**src/rtl/line_burst_adapter_if.sv**
```systemverilog
// Cache-line and memory-burst signal bundle for line_burst_adapter.
// The slave modport is the adapter's view; the master modport is the cache and memory side.
interface line_burst_adapter_if #(
    parameter int S_OFFSET    = 5,
    parameter int BURST_WIDTH = 64
);
    localparam int SIZE = (2 ** S_OFFSET) * 8;

    logic                   read_i;
    logic                   write_i;
    logic [31:0]            address_i;
    logic [SIZE-1:0]        line_i;
    logic [SIZE-1:0]        line_o;
    logic                   resp_o;
    logic [31:0]            address_o;
    logic                   read_o;
    logic                   write_o;
    logic [BURST_WIDTH-1:0] burst_i;
    logic [BURST_WIDTH-1:0] burst_o;
    logic                   resp_i;

    modport slave (
        input  read_i, write_i, address_i, line_i, burst_o, resp_i,
        output line_o, resp_o, address_o, read_o, write_o, burst_i
    );

    modport master (
        output read_i, write_i, address_i, line_i, burst_o, resp_i,
        input  line_o, resp_o, address_o, read_o, write_o, burst_i
    );
endinterface

```
**src/rtl/line_burst_adapter.sv**
```systemverilog
// Turns whole-line cache read/write requests into fixed-length ascending memory bursts
// and returns a one-cycle response with the assembled read line.
module line_burst_adapter #(
    parameter int S_OFFSET    = 5,
    parameter int BURST_WIDTH = 64
) (
    input  logic                  clk,
    input  logic                  rst,
    line_burst_adapter_if.slave   bus
);
    localparam int SIZE  = (2 ** S_OFFSET) * 8;
    localparam int BEATS = SIZE / BURST_WIDTH;
    localparam int CNT_W = (BEATS > 1) ? $clog2(BEATS) : 1;
    localparam logic [CNT_W-1:0] LAST_BEAT = CNT_W'(BEATS - 1);
    localparam logic [31:0] ADDR_MASK = ~((32'd1 << S_OFFSET) - 32'd1);

    typedef enum logic [1:0] {IDLE, RD, WR, DONE} state_t;

    state_t           r_state, w_state_next;
    logic [CNT_W-1:0] r_cnt, w_cnt_next;
    logic [31:0]      r_addr, w_addr_next;
    logic [SIZE-1:0]  r_wline, w_wline_next;
    logic [SIZE-1:0]  r_rline, w_rline_next;

    logic [BURST_WIDTH-1:0] w_beats [BEATS];

    genvar gi;
    generate
        for (gi = 0; gi < BEATS; gi++) begin : g_beat
            assign w_beats[gi] = r_wline[gi*BURST_WIDTH +: BURST_WIDTH];
        end
    endgenerate

    always_ff @(posedge clk) begin
        if (rst) begin
            r_state <= IDLE;
            r_cnt   <= '0;
            r_addr  <= '0;
            r_wline <= '0;
            r_rline <= '0;
        end else begin
            r_state <= w_state_next;
            r_cnt   <= w_cnt_next;
            r_addr  <= w_addr_next;
            r_wline <= w_wline_next;
            r_rline <= w_rline_next;
        end
    end

    always_comb begin
        w_state_next = r_state;
        w_cnt_next   = r_cnt;
        w_addr_next  = r_addr;
        w_wline_next = r_wline;
        w_rline_next = r_rline;
        case (r_state)
            IDLE: begin
                // Write wins when both requests arrive together.
                if (bus.write_i) begin
                    w_addr_next  = bus.address_i & ADDR_MASK;
                    w_wline_next = bus.line_i;
                    w_cnt_next   = '0;
                    w_state_next = WR;
                end else if (bus.read_i) begin
                    w_addr_next  = bus.address_i & ADDR_MASK;
                    w_cnt_next   = '0;
                    w_state_next = RD;
                end
            end
            RD: begin
                if (bus.resp_i) begin
                    for (int b = 0; b < BEATS; b++) begin
                        if (r_cnt == CNT_W'(b)) begin
                            w_rline_next[b*BURST_WIDTH +: BURST_WIDTH] = bus.burst_o;
                        end
                    end
                    w_cnt_next = r_cnt + 1'b1;
                    if (r_cnt == LAST_BEAT) begin
                        w_state_next = DONE;
                    end
                end
            end
            WR: begin
                if (bus.resp_i) begin
                    w_cnt_next = r_cnt + 1'b1;
                    if (r_cnt == LAST_BEAT) begin
                        w_state_next = DONE;
                    end
                end
            end
            default: begin
                w_state_next = IDLE;
            end
        endcase
    end

    // Memory-side outputs depend on registered state only, never on cache inputs.
    assign bus.read_o    = (r_state == RD);
    assign bus.write_o   = (r_state == WR);
    assign bus.address_o = ((r_state == RD) || (r_state == WR)) ? r_addr : 32'd0;
    assign bus.burst_i   = (r_state == WR) ? w_beats[r_cnt] : '0;
    assign bus.resp_o    = (r_state == DONE);
    assign bus.line_o    = r_rline;
endmodule

```
**src/flat_wrapper.sv**
```systemverilog
// flat-port wrapper written by rule: the top's interface ports become plain ports
module line_burst_adapter_flat 
#(
    parameter int S_OFFSET    = 5,
    parameter int BURST_WIDTH = 64
)
  (clk, rst, bus_read_i, bus_write_i, bus_address_i, bus_line_i, bus_burst_o, bus_resp_i, bus_line_o, bus_resp_o, bus_address_o, bus_read_o, bus_write_o, bus_burst_i);
  line_burst_adapter_if #(.S_OFFSET(S_OFFSET), .BURST_WIDTH(BURST_WIDTH)) bus_i ();
  input  logic clk;
  input  logic rst;
  input wire logic [$bits(bus_i.read_i)-1:0] bus_read_i;
  input wire logic [$bits(bus_i.write_i)-1:0] bus_write_i;
  input wire logic [$bits(bus_i.address_i)-1:0] bus_address_i;
  input wire logic [$bits(bus_i.line_i)-1:0] bus_line_i;
  input wire logic [$bits(bus_i.burst_o)-1:0] bus_burst_o;
  input wire logic [$bits(bus_i.resp_i)-1:0] bus_resp_i;
  output wire logic [$bits(bus_i.line_o)-1:0] bus_line_o;
  output wire logic [$bits(bus_i.resp_o)-1:0] bus_resp_o;
  output wire logic [$bits(bus_i.address_o)-1:0] bus_address_o;
  output wire logic [$bits(bus_i.read_o)-1:0] bus_read_o;
  output wire logic [$bits(bus_i.write_o)-1:0] bus_write_o;
  output wire logic [$bits(bus_i.burst_i)-1:0] bus_burst_i;
  assign bus_i.read_i = bus_read_i;
  assign bus_i.write_i = bus_write_i;
  assign bus_i.address_i = bus_address_i;
  assign bus_i.line_i = bus_line_i;
  assign bus_i.burst_o = bus_burst_o;
  assign bus_i.resp_i = bus_resp_i;
  assign bus_line_o = bus_i.line_o;
  assign bus_resp_o = bus_i.resp_o;
  assign bus_address_o = bus_i.address_o;
  assign bus_read_o = bus_i.read_o;
  assign bus_write_o = bus_i.write_o;
  assign bus_burst_i = bus_i.burst_i;
  line_burst_adapter #(.S_OFFSET(S_OFFSET), .BURST_WIDTH(BURST_WIDTH)) u_core (.clk(clk), .rst(rst), .bus(bus_i));
endmodule
```
**config.mk**
```make
export PLATFORM = sky130hd
export DESIGN_NAME = line_burst_adapter_flat
export DESIGN_NICKNAME = d
export VERILOG_FILES = /design/src/rtl/line_burst_adapter_if.sv /design/src/rtl/line_burst_adapter.sv /design/src/flat_wrapper.sv
export SDC_FILE = /design/constraint.sdc
export NUM_CORES = 1
export LEC_CHECK = 0
export ABC_AREA = 0
export CORE_AREA = 2 2 277 279
export DETAILED_ROUTE_END_ITERATION = 10
export DIE_AREA = 0 0 279 281
export GPL_TIMING_DRIVEN = 0
export PLACE_DENSITY = 0.55
export SYNTH_ARGS = -nofsm -noshare
export SYNTH_HDL_FRONTEND = slang
export SYNTH_SLANG_ARGS = --single-unit
export TNS_END_PERCENT = 30
```
**constraint.sdc**
```tcl
create_clock -name clk -period 3.2 [get_ports clk]
set_input_delay 0.96 -clock clk [delete_from_list [all_inputs] [get_ports clk]]
set_output_delay 0.96 -clock clk [all_outputs]
set_load 0.01 [all_outputs]
```
==> flow_metrics.tcl <==
set metrics [dict create \
    status "finished with violations" \
    violations "negative setup slack" \
    layout-drive-gt1-share_pct 11.6 \
    grt_pass1_wl_microns 138000 \
    whs_path_depth 2 \
    numClockSinks 543 \
    grt_max_degree 19 \
    layout.nets 3720 \
    ir_drop_mv 0.417 \
    fmax_ghz 0.308 \
    startpoint_type "flop" \
    relSlewSlack_pct 18.1 \
    synth-seq-area-share_pct 51.9 \
    critPathMaxFanout 10 \
    initial_core_util_pct 27.8 \
    path_clk_slew_ns 0.07 \
    first_global_vias 20200 \
    setup_slack_ns -0.0435 \
    vias 20600 \
    slowest_delay_ns 0.50 \
    track_usage_pct 23.8 \
    ant_nets 0 \
    rows 101 \
    synth_area_leader_cell "dfxtp_1" \
    synth-edff-count 0 \
    dp_hpwl_microns 73800 \
    grt_overflow 0 \
    synth_cells 2566 \
    antenna_found_initial 13 \
    finalSetupTns_ns -0.362 \
    cts_root_buf "clkbuf_16" \
    power.total_mw 22.0 \
    pre_cts_ws_ns -0.380 \
    arrival_ns 2.28 \
    place_congestion 0.882 \
    max-cap-violations 0 \
    ys_async_sr_fraction_pct 0 \
    io_pins 712 \
    p_leak_nw 11.6 \
    rsz0062_at_grt "true" \
    synth_seq_cells 543 \
    hold_buffers 0 \
    synth_top_area_share_pct 51.9 \
    path_class "flop to output pin" \
    die_h_microns 281 \
    port_buffers 699 \
    drtIter0Drc 1357 \
    h-tree-depth 2 \
    synth_common_cells "1080 x nand2_1, 543 x dfxtp_1, 539 x a21oi_1" \
    netlist_area_sq_um 20900 \
    ctsLongestPathBuffers 3 \
    yosysMostFrequentCell "nand2_1" \
    drc 0 \
    drtPass1Iterations 5 \
    viasPerCell 4.70 \
    slew_violations 0 \
    critPathTopFamily "buffers and inverters" \
    finalHoldViolations 0 \
    wirelength_microns 96600 \
    fin_util_pct 42.1 \
    crit_buf_inv 4 \
    reg2reg_depth 9 \
    syn2layout_area_growth_pct 51.6 \
    period_share_pct 101 \
    setup-violations-final 16 \
    yosys_warnings 0 \
    cp_slowest_cell "mux4_2" \
    worstSkewPairLatency_ns 0.66 \
    worstPathCellList "buf_12, buf_4, buf_12, mux4_2, and2_1, buf_2" \
    netlist_top_cells_area "dfxtp_1 52%, nand2_1 19%, a21oi_1 13%" \
    worst_slew_pin_slew_ns 1.23 \
    cts_tree "yes" \
    powerDensity_nw_per_um2 693 \
    coreArea_sq_um 75400 \
    cp-end-kind "output pin" \
    wl_per_cell_microns 22.0 \
    die_area_sq_um 78400 \
    syn_avg_cell_area_sq_um 8.16 \
    synth.distinct_cells 27 \
    ys.flop_type "dfxtp_1" \
    cp.depth 6 \
    period_minus_slack_ns 3.24 \
    required_ns 2.24 \
    cts_buffers 61 \
    fin_skew_ns 0.0568 \
    crit_top_cell "buf_12" \
    worstHoldPathType "flop to flop" \
    fp.dieW_microns 279 \
]
==> worst reg2reg max path, cell delays in order (launching register included) <==
cell and delay [ns]:
dfxtp_4 0.37, buf_12 0.14, bufbuf_16 0.27, buf_4 0.14
inv_1 0.09, ha_1 0.17, nand3_1 0.67, clkbuf_1 0.48
nand2_1 0.14, a21oi_1 0.08
==> where the power goes <==
part	switching, mW	leakage [nW]	internal [mW]
clock	3.10	1.08	4.62
combinational	3.59	6.12	2.80
sequential	0.383	4.42	7.49
total	7.08	11.6	14.9
==> layer usage <==
metal  share of wire [%]  up-vias  GRT usage (%)
met5               0.029        -              0
met4                 2.0        6           5.79
met2                  50      614           42.3
met3                 7.4      113           6.63
li1                    -     9976              -
met1                  40     9917           28.2
==> state kept, by name (all words and copies together) (netlist names) <==
| register | flops |
|---|---|
| u_core.r_addr | 27 |
| u_core.r_wline | 256 |
| u_core.r_state | 2 |
| u_core.bus.line_o | 256 |
| u_core.r_cnt | 2 |
==> area by class of cell <==
class | instances | area, sq um
Sequential cell | 543 | 10900
Tap cell | 978 | 1220
Multi-Input combinational cell | 1816 | 9190
Inverter | 5 | 18.8
Buffer | 206 | 1130
Clock buffer | 81 | 1690
Timing Repair Buffer | 721 | 7060
Antenna cell | 8 | 20.0
Fill cell | 7682 | 43700
Clock inverter | 33 | 520
==> through the flow <==
stage / cell area, sq um / hold WS, ns / cells
6_report: 31700 / 0.449 / 4391
5_1_grt: 31700 / 0.468 / 4389
4_1_cts: 31600 / 0.450 / 4378
3_5_place_dp: 29200 / 0.443 / 4247
3_3_place_gp: 29200 / 0.439 / 4247
2_1_floorplan: 21000 / 0.432 / 2570
==> cells in the final DEF (no fill, tap or decap), drive strengths merged, types with 2 or more instances in the layout <==
cell type      instances
nand2               1080
clkdlybuf4s50        608
dfxtp                543
a21oi                539
buf                  195
clkbuf               177
and2                  93
mux4                  64
dlygate4sd2           23
clkinv                17
bufinv                11
ha                     9
diode                  8
inv                    7
nand3                  5
conb                   5
and3                   4
o31ai                  3
clkinvlp               3
dlymetal6s2s           3
nor2b                  2
o2111ai                2
o311ai                 2
o21ai                  2
==> cells by family after synthesis <==
family	count (synthesis)	synth area share [%]
AO/OA/AOI/OAI	550	13.3
adder cells (fa/ha/maj)	9	0.538
buffers and inverters	211	4.77
flip-flops	543	51.9
multiplexers	64	6.88
other	1	0.0179
AND/OR/NAND/NOR	1188	22.6
==> final timing paths <==
path | to | from | slack [ns]
worst max-delay path | bus_burst_i[36] | u_core.r_cnt[0] | -0.04
worst max register to register | u_core.bus.line_o[30] | u_core.r_cnt[0] | 0.50
worst min register to register | u_core.r_addr[11] | u_core.r_addr[11] | 0.45
worst min-delay path | u_core.r_addr[11] | u_core.r_addr[11] | 0.45
==> timing repair <==
item / 4_1_cts / 5_1_grt
setup endpoints to repair: 91 / 37
pin swaps: 12 / 8
cloned: 5 / 0
resized for setup: 373 / 39
buffers inserted: 12 / 7
No activity file was read; power rests on OpenSTA's default activity.
